## src/rtl/step_clock_pkg.sv

```systemverilog
// rtl/step_clock_pkg.sv - shared types and constants for the step clock generator
package step_clock_pkg;

    typedef enum logic [1:0] {
        IDLE     = 2'd0,
        WAIT_REL = 2'd1,
        RUN      = 2'd2,
        HALTED   = 2'd3
    } state_t;

    // Free-run divisors on a 50 MHz clock: every cycle, 1 MHz, 1 kHz, 10 Hz.
    localparam int unsigned RATE_DIV0 = 1;
    localparam int unsigned RATE_DIV1 = 50;
    localparam int unsigned RATE_DIV2 = 50000;
    localparam int unsigned RATE_DIV3 = 5000000;

    // 20 ms of stable key level at 50 MHz.
    localparam int unsigned DEFAULT_DEBOUNCE_CYCLES = 1000000;

    function automatic int unsigned rate_div(input logic [1:0] sel);
        unique case (sel)
            2'd0: return RATE_DIV0;
            2'd1: return RATE_DIV1;
            2'd2: return RATE_DIV2;
            2'd3: return RATE_DIV3;
        endcase
    endfunction

endpackage

```

## src/rtl/key_debounce.sv

```systemverilog
// rtl/key_debounce.sv - key synchronizer, debouncer and press edge detector
// Ports:
//   clk, reset   system clock, synchronous active-high reset
//   key_n        raw active-low push-button, asynchronous to clk
//   key_db       debounced key level, 1 = pressed
//   press_pulse  one-cycle pulse on the rising edge of key_db
module key_debounce
    import step_clock_pkg::*;
#(
    parameter int DEBOUNCE_CYCLES = DEFAULT_DEBOUNCE_CYCLES,
    parameter int SYNC_STAGES     = 2,
    parameter int CNT_W           = 23
) (
    input  logic clk,
    input  logic reset,
    input  logic key_n,
    output logic key_db,
    output logic press_pulse
);

    localparam logic [CNT_W-1:0] DB_LAST = CNT_W'(DEBOUNCE_CYCLES - 1);

    logic [SYNC_STAGES-1:0] sync_q;
    logic [CNT_W-1:0]       db_cnt;
    logic                   key_db_prev;
    logic                   pressed_raw;

    assign pressed_raw = ~sync_q[SYNC_STAGES-1];

    always_ff @(posedge clk) begin
        if (reset) begin
            // Synchronizer resets to the released level so no phantom press appears.
            sync_q      <= '1;
            db_cnt      <= '0;
            key_db      <= 1'b0;
            key_db_prev <= 1'b0;
        end else begin
            sync_q      <= {sync_q[SYNC_STAGES-2:0], key_n};
            key_db_prev <= key_db;
            // Any cycle where the raw level agrees with key_db restarts the window.
            if (pressed_raw != key_db) begin
                if (db_cnt == DB_LAST) begin
                    key_db <= ~key_db;
                    db_cnt <= '0;
                end else begin
                    db_cnt <= db_cnt + 1'b1;
                end
            end else begin
                db_cnt <= '0;
            end
        end
    end

    assign press_pulse = key_db & ~key_db_prev;

endmodule

```

## src/rtl/step_clock_gen.sv

```systemverilog
// rtl/step_clock_gen.sv - single-step / free-run clock enable generator for the core
// Ports:
//   clk, reset   system clock, synchronous active-high reset
//   key_n        raw active-low step button
//   run_sw       1 = free-run, 0 = single-step
//   rate_sel     free-run divisor select
//   halt         core halted; suppresses stepping
//   step_en      registered one-cycle clock enable to the core
//   run_active   1 while in RUN
//   key_db       debounced key level
//   step_count   number of step_en pulses issued, wraps modulo 2^16
module step_clock_gen
    import step_clock_pkg::*;
#(
    parameter int DEBOUNCE_CYCLES = DEFAULT_DEBOUNCE_CYCLES,
    parameter int SYNC_STAGES     = 2,
    parameter int CNT_W           = 23
) (
    input  logic        clk,
    input  logic        reset,
    input  logic        key_n,
    input  logic        run_sw,
    input  logic [1:0]  rate_sel,
    input  logic        halt,
    output logic        step_en,
    output logic        run_active,
    output logic        key_db,
    output logic [15:0] step_count
);

    state_t           state, state_d;
    logic             press_pulse;
    logic             step_d;
    logic [1:0]       rate_sel_q;
    logic [CNT_W-1:0] rate_cnt, rate_cnt_d, cnt_eff, div_last;

    key_debounce #(
        .DEBOUNCE_CYCLES(DEBOUNCE_CYCLES),
        .SYNC_STAGES    (SYNC_STAGES),
        .CNT_W          (CNT_W)
    ) u_key_debounce (
        .clk        (clk),
        .reset      (reset),
        .key_n      (key_n),
        .key_db     (key_db),
        .press_pulse(press_pulse)
    );

    assign div_last = CNT_W'(rate_div(rate_sel) - 1);

    // A rate change restarts the count with the current cycle as count 0.
    assign cnt_eff = (rate_sel != rate_sel_q) ? '0 : rate_cnt;

    always_comb begin
        state_d    = state;
        step_d     = 1'b0;
        rate_cnt_d = '0;
        unique case (state)
            IDLE: begin
                if (halt)             state_d = HALTED;
                else if (run_sw)      state_d = RUN;
                else if (press_pulse) begin
                    step_d  = 1'b1;
                    state_d = WAIT_REL;
                end
            end
            WAIT_REL: begin
                if (halt)         state_d = HALTED;
                else if (!key_db) state_d = IDLE;
            end
            RUN: begin
                if (halt)         state_d = HALTED;
                else if (!run_sw) state_d = IDLE;
                else if (cnt_eff == div_last) begin
                    step_d     = 1'b1;
                    rate_cnt_d = '0;
                end else begin
                    rate_cnt_d = cnt_eff + 1'b1;
                end
            end
            HALTED: begin
                // Always pass through IDLE so free-run resumes one cycle later.
                if (!halt) state_d = IDLE;
            end
        endcase
    end

    always_ff @(posedge clk) begin
        if (reset) begin
            state      <= IDLE;
            rate_cnt   <= '0;
            rate_sel_q <= 2'd0;
            step_en    <= 1'b0;
            run_active <= 1'b0;
            step_count <= 16'd0;
        end else begin
            state      <= state_d;
            rate_cnt   <= rate_cnt_d;
            rate_sel_q <= rate_sel;
            step_en    <= step_d;
            run_active <= (state_d == RUN);
            step_count <= step_count + {15'd0, step_en};
        end
    end

endmodule
```

## config.mk

```make
export PLATFORM = sky130hd
export DESIGN_NAME = step_clock_gen
export DESIGN_NICKNAME = d
export VERILOG_FILES = /design/src/rtl/step_clock_pkg.sv /design/src/rtl/key_debounce.sv /design/src/rtl/step_clock_gen.sv
export SDC_FILE = /design/constraint.sdc
export NUM_CORES = 1
export LEC_CHECK = 0
export CORE_MARGIN = 5
export CORE_UTILIZATION = 30
export CTS_CLUSTER_SIZE = 28
export DETAILED_ROUTE_END_ITERATION = 16
export PLACE_DENSITY_LB_ADDON = 0.2
export SLEW_MARGIN = 0
export SYNTH_ARGS = -nofsm -noshare
export SYNTH_HDL_FRONTEND = slang
export SYNTH_SLANG_ARGS = --single-unit
```

## constraint.sdc

```tcl
create_clock -name clk -period 1.95 [get_ports clk]
set_input_delay 0.2925 -clock clk [delete_from_list [all_inputs] [get_ports clk]]
set_output_delay 0.2925 -clock clk [all_outputs]
set_load 0.01 [all_outputs]
```

==> metrics.md <==
| Metric | Value |
|---|---|
| Status | `completed` |
| M2 GR Usage | `between 15 and 20%` |
| Chip width | `~120 um` |
| Top-count cell post-synth | `dfxtp_1` |
| ANT nets after route | `0` |
| Synth area leaders | `dfxtp_1 (41%), xor2_1 (9.1%), nor2_1 (6.9%)` |
| Post-DP Area | `approximately 4200 sq um` |
| H-tree Lvls | `3` |
| Net count reported at finish | `484` |
| Crit-path max cell delay | `between 0.3 and 0.4 ns` |
| Top Ports | `26` |
| Total Wirelength | `7810 um` |
| Warnings from Yosys | `0` |
| Post-Route Utilization | `about 41%` |
| Initial drt markers | `125` |
| Fin Clk Skew | `~0.0080 ns` |
| Syn Area/Cell | `about 8.8 sq um` |
| Most used flip-flop cell after synthesis | `dfxtp_1` |
| Site Rows | `39` |
| Pwr Density | `719 nW/um^2` |
| Fin Setup TNS | `0 ns` |
| CTS Buffer Depth | `2` |
| Total GRT Usage | `a little under an eighth` |
| EDFF count, synth | `0` |
| M3 GR Usage | `under 10%` |
| Final setup margin | `roughly 0.06 ns` |
| CP max FO | `3` |
| Post-place setup slack | `-0.733 ns` |
| Critical path class | `register to register` |
| Total gr overflow | `0` |
| FILL cells | `1,179` |
| R2R Setup Slk | `0.06 ns` |
| Via density | `between 4 and 5` |
| Finished Cell Area | `4630 sq um` |
| Synth cell types | `44` |
| Final GP Congestion | `around 0.81` |
| DPL Wire Length | `between 5000 and 6000 um` |
| FF+latch count, synth | `between 70 and 80` |
| Max Cap Violations | `0` |
| Slew @ Worst Pin | `0.447 ns` |
| Worst EP required | `approximately 2.2 ns` |
| Crit path DAT | `2.16 ns` |
| Tot Pwr | `3.32 mW` |
| Tmin final | `roughly 1.9 ns` |
| Clock-pin transition on the worst setup and hold timing paths | `0.06 ns` |
| CTS Buf Count | `9` |
| Clk sinks | `72` |
| CTS Root Cell | `clkbuf_16` |
| Residual DRC | `0` |
| Leakage | `1.64 nW` |
| CTS tree | `done` |
| CORE AREA | `11,400 sq um` |
| GR Util met1 | `15.8%` |
| Die ar. | `13,900 sq um` |
| Area delta synth->final | `32.8%` |
| Area leader, netlist | `dfxtp_1` |
| Critical path's slowest cell | `dfxtp_4` |
| Placed cell count | `about 600` |
| Netlist Area Pre-Place | `roughly 3500 sq um` |
| Initial Util | `about 30%` |
| Die Ht | `118 um` |
| Worst hold slack | `about 0.41 ns` |
| Final Max Tran Viols | `0` |
| Post-Syn Nets | `about 410` |
| Worst rel slew slack | `a little over two thirds` |
| CP Capture Type | `register` |
| Synth top area share | `roughly two fifths` |
| Layout cells sized above 1 | `22.0%` |
| Initial antenna violation count | `0` |
| Cells along the critical path | `xor2_4, nor3_2, ha_2, nand2_4, or3_4, or3_4, a21oi_2` |
| Min-delay worst type | `register to register` |
| Tcrit/Tclk final | `between 90% and 100%` |
| Drt first pass iters | `4` |
| First-pass GRT wire length | `around 14,000 um` |
| Non-Filler Instances | `just over 600` |
| Max Fclk | `roughly 0.53 GHz` |
| VDD IR max | `around 0.00037 V` |
| Asr flop ratio synth | `0%` |
| Final Hold Fails | `0` |
| Clock Latency Late Sink | `0.33 ns` |
| Via Count | `around 2,900` |
| Sequential area share after synthesis | `between 40% and 50%` |
| Largest net degree at the start of global routing | `26` |
| CP startpoint kind | `register` |
| Number of buffers added on ports | `25` |
| Wirelength per Cell | `between 10 and 15 um` |
| Worst path most repeated cell | `or3_4` |
| Diode count | `0` |
| Most instantiated cells after synthesis | `dfxtp_1 (72), nor2_1 (64), xor2_1 (36)` |
| Most Crowded Layer GR | `met2` |
| Post-Syn Instances | `roughly 400` |
| Final setup violation count | `0` |
| Vias in the first global route | `between 2,000 and 3,000` |
[report_power, final]
part           internal (mW)  total [mW]  switching, mW  leakage (nW)
Clock                   1.06        1.66          0.599         0.150
Sequential              1.48        1.49        0.00799         0.582
Combinational         0.0895       0.181         0.0918         0.905
Total                   2.63        3.32          0.699          1.64
[per-layer routing]
metal	part of all wire [%]	routed length, um	up-vias
met5	0	0	-
met4	1.7	130	0
met3	3.1	246	14
met2	44	3460	41
met1	51	3980	1381
li1	-	-	1507
[what timing repair did]
action	4_1_cts	5_1_grt
resized for setup	16	21
hold buffers	0	0
pin swaps	4	8
buffers inserted	0	1
setup endpoints to repair	21	20
[area by class of cell]
class                   instances  area [sq um]  area share (%)
well taps                     143           179            3.87
clock buffers                  13           260            5.63
repair buffers                 72           636            13.7
flip-flops and latches         72          1450            31.3
multi-input cells             304          2030            44.0
inverters                       8          30.0           0.649
clock inverters                 3          40.0           0.866
[layout by cell type (no fill, tap or decap), types with 2 or more instances in the layout]
master | Yosys | final
nand3_1 | 25 | 25
and3_1 | 10 | 9
or3_1 | 9 | 7
xor2_1 | 36 | 35
a211oi_1 | 2 | 2
nor4b_1 | 2 | 2
or3_4 | 0 | 2
o22ai_1 | 2 | 2
inv_1 | 8 | 8
nor3_2 | 10 | 11
ha_1 | 10 | 5
o311ai_0 | 2 | 2
nand2_1 | 29 | 28
nor2_1 | 64 | 62
buf_12 | 1 | 2
clkbuf_1 | 5 | 2
ha_2 | 0 | 5
clkinv_2 | 0 | 2
nor2_4 | 0 | 2
xnor2_1 | 21 | 18
clkbuf_16 | 0 | 9
o21ai_0 | 10 | 9
or2_2 | 2 | 2
buf_6 | 4 | 4
nor2b_1 | 4 | 4
nor3_1 | 16 | 15
clkbuf_8 | 0 | 2
nand4_1 | 11 | 11
xnor2_2 | 0 | 3
nor3b_1 | 3 | 3
dfxtp_1 | 72 | 70
and4_1 | 5 | 4
a21oi_2 | 0 | 2
nor4_1 | 3 | 2
clkdlybuf4s50_1 | 0 | 23
a31oi_1 | 3 | 3
and2_1 | 2 | 2
a21oi_1 | 9 | 7
buf_4 | 0 | 41
[logic make-up (layout without fill, tap and decap cells)]
kind of cell,after synthesis,after routing,synth area share (%)
adders and majority gates,10,10,3.59
and+or+nand+nor,201,201,30.0
AOI/OAI and AO/OA,34,34,6.22
muxes,2,2,0.719
xor gates and xnor gates,57,57,14.3
DFF,72,72,41.4
buffers and inverters,21,96,3.70
[worst max-delay path, delay by kind of cell, from the launching register on]
kind                       cells  cell delay (ns)
and+or+nand+nor                4             0.92
DFF                            1             0.36
adders and majority gates      1             0.23
xor gates and xnor gates       1             0.20
AOI/OAI and AO/OA              1             0.11
[path summary, 6_finish.rpt]
| path | start | depth (start not counted) | to |
|---|---|---|---|
| min reg2reg | u_key_debounce.sync_q[0] | 1 | u_key_debounce.sync_q[1] |
| max reg2reg | rate_sel_q[1] | 7 | rate_cnt[16] |
| max | rate_sel_q[1] | 7 | rate_cnt[16] |
| min | u_key_debounce.sync_q[0] | 1 | u_key_debounce.sync_q[1] |
[state kept, by name, summed over array words and instances, names as in the netlist]
| signal | count |
|---|---|
| state | 2 |
| rate_sel_q | 2 |
| u_key_debounce.key_db_prev | 1 |
| run_active | 1 |
| u_key_debounce.sync_q | 2 |
| u_key_debounce.db_cnt | 23 |
| step_count | 16 |
| u_key_debounce.key_db | 1 |
| step_en | 1 |
| rate_cnt | 23 |
(Power assumes the default switching activity.)
==> RTL change, RTL diff (same flow settings) <==
Make the reset (`reset`) asynchronous in 2 clocked blocks. Comments in the files are not updated.
--- a/src/rtl/key_debounce.sv
+++ b/src/rtl/key_debounce.sv
@@ -28,5 +28,5 @@
     assign pressed_raw = ~sync_q[SYNC_STAGES-1];
 
-    always_ff @(posedge clk) begin
+    always_ff @(posedge clk or posedge reset) begin
         if (reset) begin
             // Synchronizer resets to the released level so no phantom press appears.
--- a/src/rtl/step_clock_gen.sv
+++ b/src/rtl/step_clock_gen.sv
@@ -86,5 +86,5 @@
     end
 
-    always_ff @(posedge clk) begin
+    always_ff @(posedge clk or posedge reset) begin
         if (reset) begin
             state      <= IDLE;
Formal check against the unedited RTL: differs if reset is asserted again (counterexample within 4 cycles, from zero or initial values and one cycle with reset high); with reset held inactive, the same outputs for 10 cycles.
==> RTL change against the original RTL <==
The run now ends with setup timing left. Cell area up 9.7%. Synthesized cell count is 6.3% lower. Synthesized area is 5.7% higher. Worst hold slack lost 260 ps. Setup slack lost 210 ps. Total power grew 4.2%. Critical path depth increased by 1. Die area is 5.2% higher. First-iteration DRC count increased by 88%. Sequential cell count unchanged. Wire length rose by 11%. Critical path type unchanged. Largest cell class unchanged. Highest routed layer unchanged.
==> RTL change: results (changes against the original RTL) <==
Cells and area
The proportion of final cell area spent on non-clock buffers is 0.151 (was 0.137). The layout clock buffer count is 10 (was 13). The multi-input combinational cell area is 1960 µm² (was 2030 µm²).

The fraction of area in clock buffers and inverters is 0.0604 (was 0.0649). The area of all sequential standard cells is 1800 µm² (was 1450 µm²). The ratio of cells with drive above 1 in the final layout is 0.263 (was 0.220). The count of multi-input combinational gates is 280 (was 304). The layout inverter count without the clock tree is 14 (was 8).

Status
The final reports fail on setup timing. Run status: finished, violations left (was complete, no violations).

Setup path
The critical path endpoint was rate_cnt[9] (was rate_cnt[16]). The largest delay contributor family on the critical path is compound AO/OA/AOI/OAI gates (was simple AND/OR/NAND/NOR gates). The delay of the slowest critical-path stage is 410 ps (was 360 ps).

The cell with the largest stage delay on the worst path is dfrtp_1 (was dfxtp_4). The highest fanout seen on the critical path is 6 (was 3). The launching instance or port of the critical path is rate_sel_q[0] (was rate_sel_q[1]). The data arrival time of the critical path is 2310 ps (was 2160 ps).

Min path
The end point of the worst hold path is rate_sel_q[0] (was u_key_debounce.sync_q[1]). The path category of the worst min-delay check is in2reg (was reg2reg). The hold path startpoint is rate_sel[0] (was u_key_debounce.sync_q[0]).

GRT
The global-route wire length before repair was 14.3 mm (was 13.6 mm). The largest net degree at the start of global routing is 73 (was 26). The met1 capacity usage during global routing was 0.171 (was 0.158). The via count of the first global-routing pass is 2907 (was 2918). The fraction of met3 tracks used by global routing was 0.0248 (was 0.0317). The global routing met2 resource utilization is 0.184 (was 0.175).

Place
The HPWL reported at the end of detailed placement was 6.17 mm (was 5.56 mm). The placer congestion estimate was 0.826 (was 0.811). The post-place setup slack is -780 ps (was -733 ps).

Synth
The async set-reset flop share out of synthesis came to 1.00 (was 0). The net count after synthesis is 390 (was 414). The leading register cell type out of synthesis is dfrtp_1 (was dfxtp_1). Leading cell types by total area after synthesis: dfrtp_1, xnor2_1, xor2_1 (was dfxtp_1, xor2_1, nor2_1). The part of the Yosys area used for sequential elements is 0.490 (was 0.414). Most used standard cells in the synthesized netlist: dfrtp_1, nor2_1, nand2_1 (was dfxtp_1, nor2_1, xor2_1).

The count of different cell masters after synthesis is 43 (was 44). The post-synthesis cell type with the largest combined area was dfrtp_1 (was dfxtp_1).

Clocking
The maximum buffer depth of the clock tree is 2 (unchanged).

Timing
The final setup slack of the worst path came to -153 ps (was 60.1 ps). The number of setup violations in the final report came to 19 (was 0). The transition time at the pin with the least slew margin came to 392 ps (was 447 ps). The worst setup skew after layout is 8.63 ps (was 8.00 ps).

Power and ir drop
The largest voltage drop on the vdd net is 0.454 mV (was 0.374 mV). The combinational power share came to 0.074 (was 0.055). The total leakage power was 0.00216 µW (was 0.00164 µW).

The total net switching power is 807 µW (was 699 µW).

Routing
The total routed wire length on the met1 layer was 4.27 mm (was 3.98 mm). The routed wirelength normalized by instance count is 14.0 µm (was 12.7 µm). The routed wire length on met3 came to 329 µm (was 246 µm).

The average vias per placed instance is 4.76 (was 4.79). The met2 wire length is 3.91 mm (was 3.46 mm). The detailed router's first-iteration violation count is 235 (was 125).
-- RTL change: what timing repair did --
item | CTS | global route
gates cloned | 1 | 1
gates resized for setup | 20 | 18
setup endpoints to repair | 43 | 43
pin swaps | 4 | 11
setup buffers | 1 | 3
-- RTL change: stage by stage --
stage	instances	hold slack (ps)	total power (µW)	setup TNS, ps	cell area (µm²)
CTS	614	245	3510	-2380	4980
global route	618	149	3610	-5280	5070
global placement	596	359	1790	-13730	4600
detailed placement	596	355	1790	-15580	4600
floorplan	372	297	1670	-968	3740
finish	618	154	3460	-2460	5070
-- RTL change: kinds of logic after synthesis --
logic type                 share of synthesized area
DFF                                            0.490
AOI/OAI and AO/OA                             0.0398
buffers and inverters                         0.0231
xor gates and xnor gates                       0.154
muxes                                        0.00544
and+or+nand+nor                                0.250
adders and majority gates                     0.0374
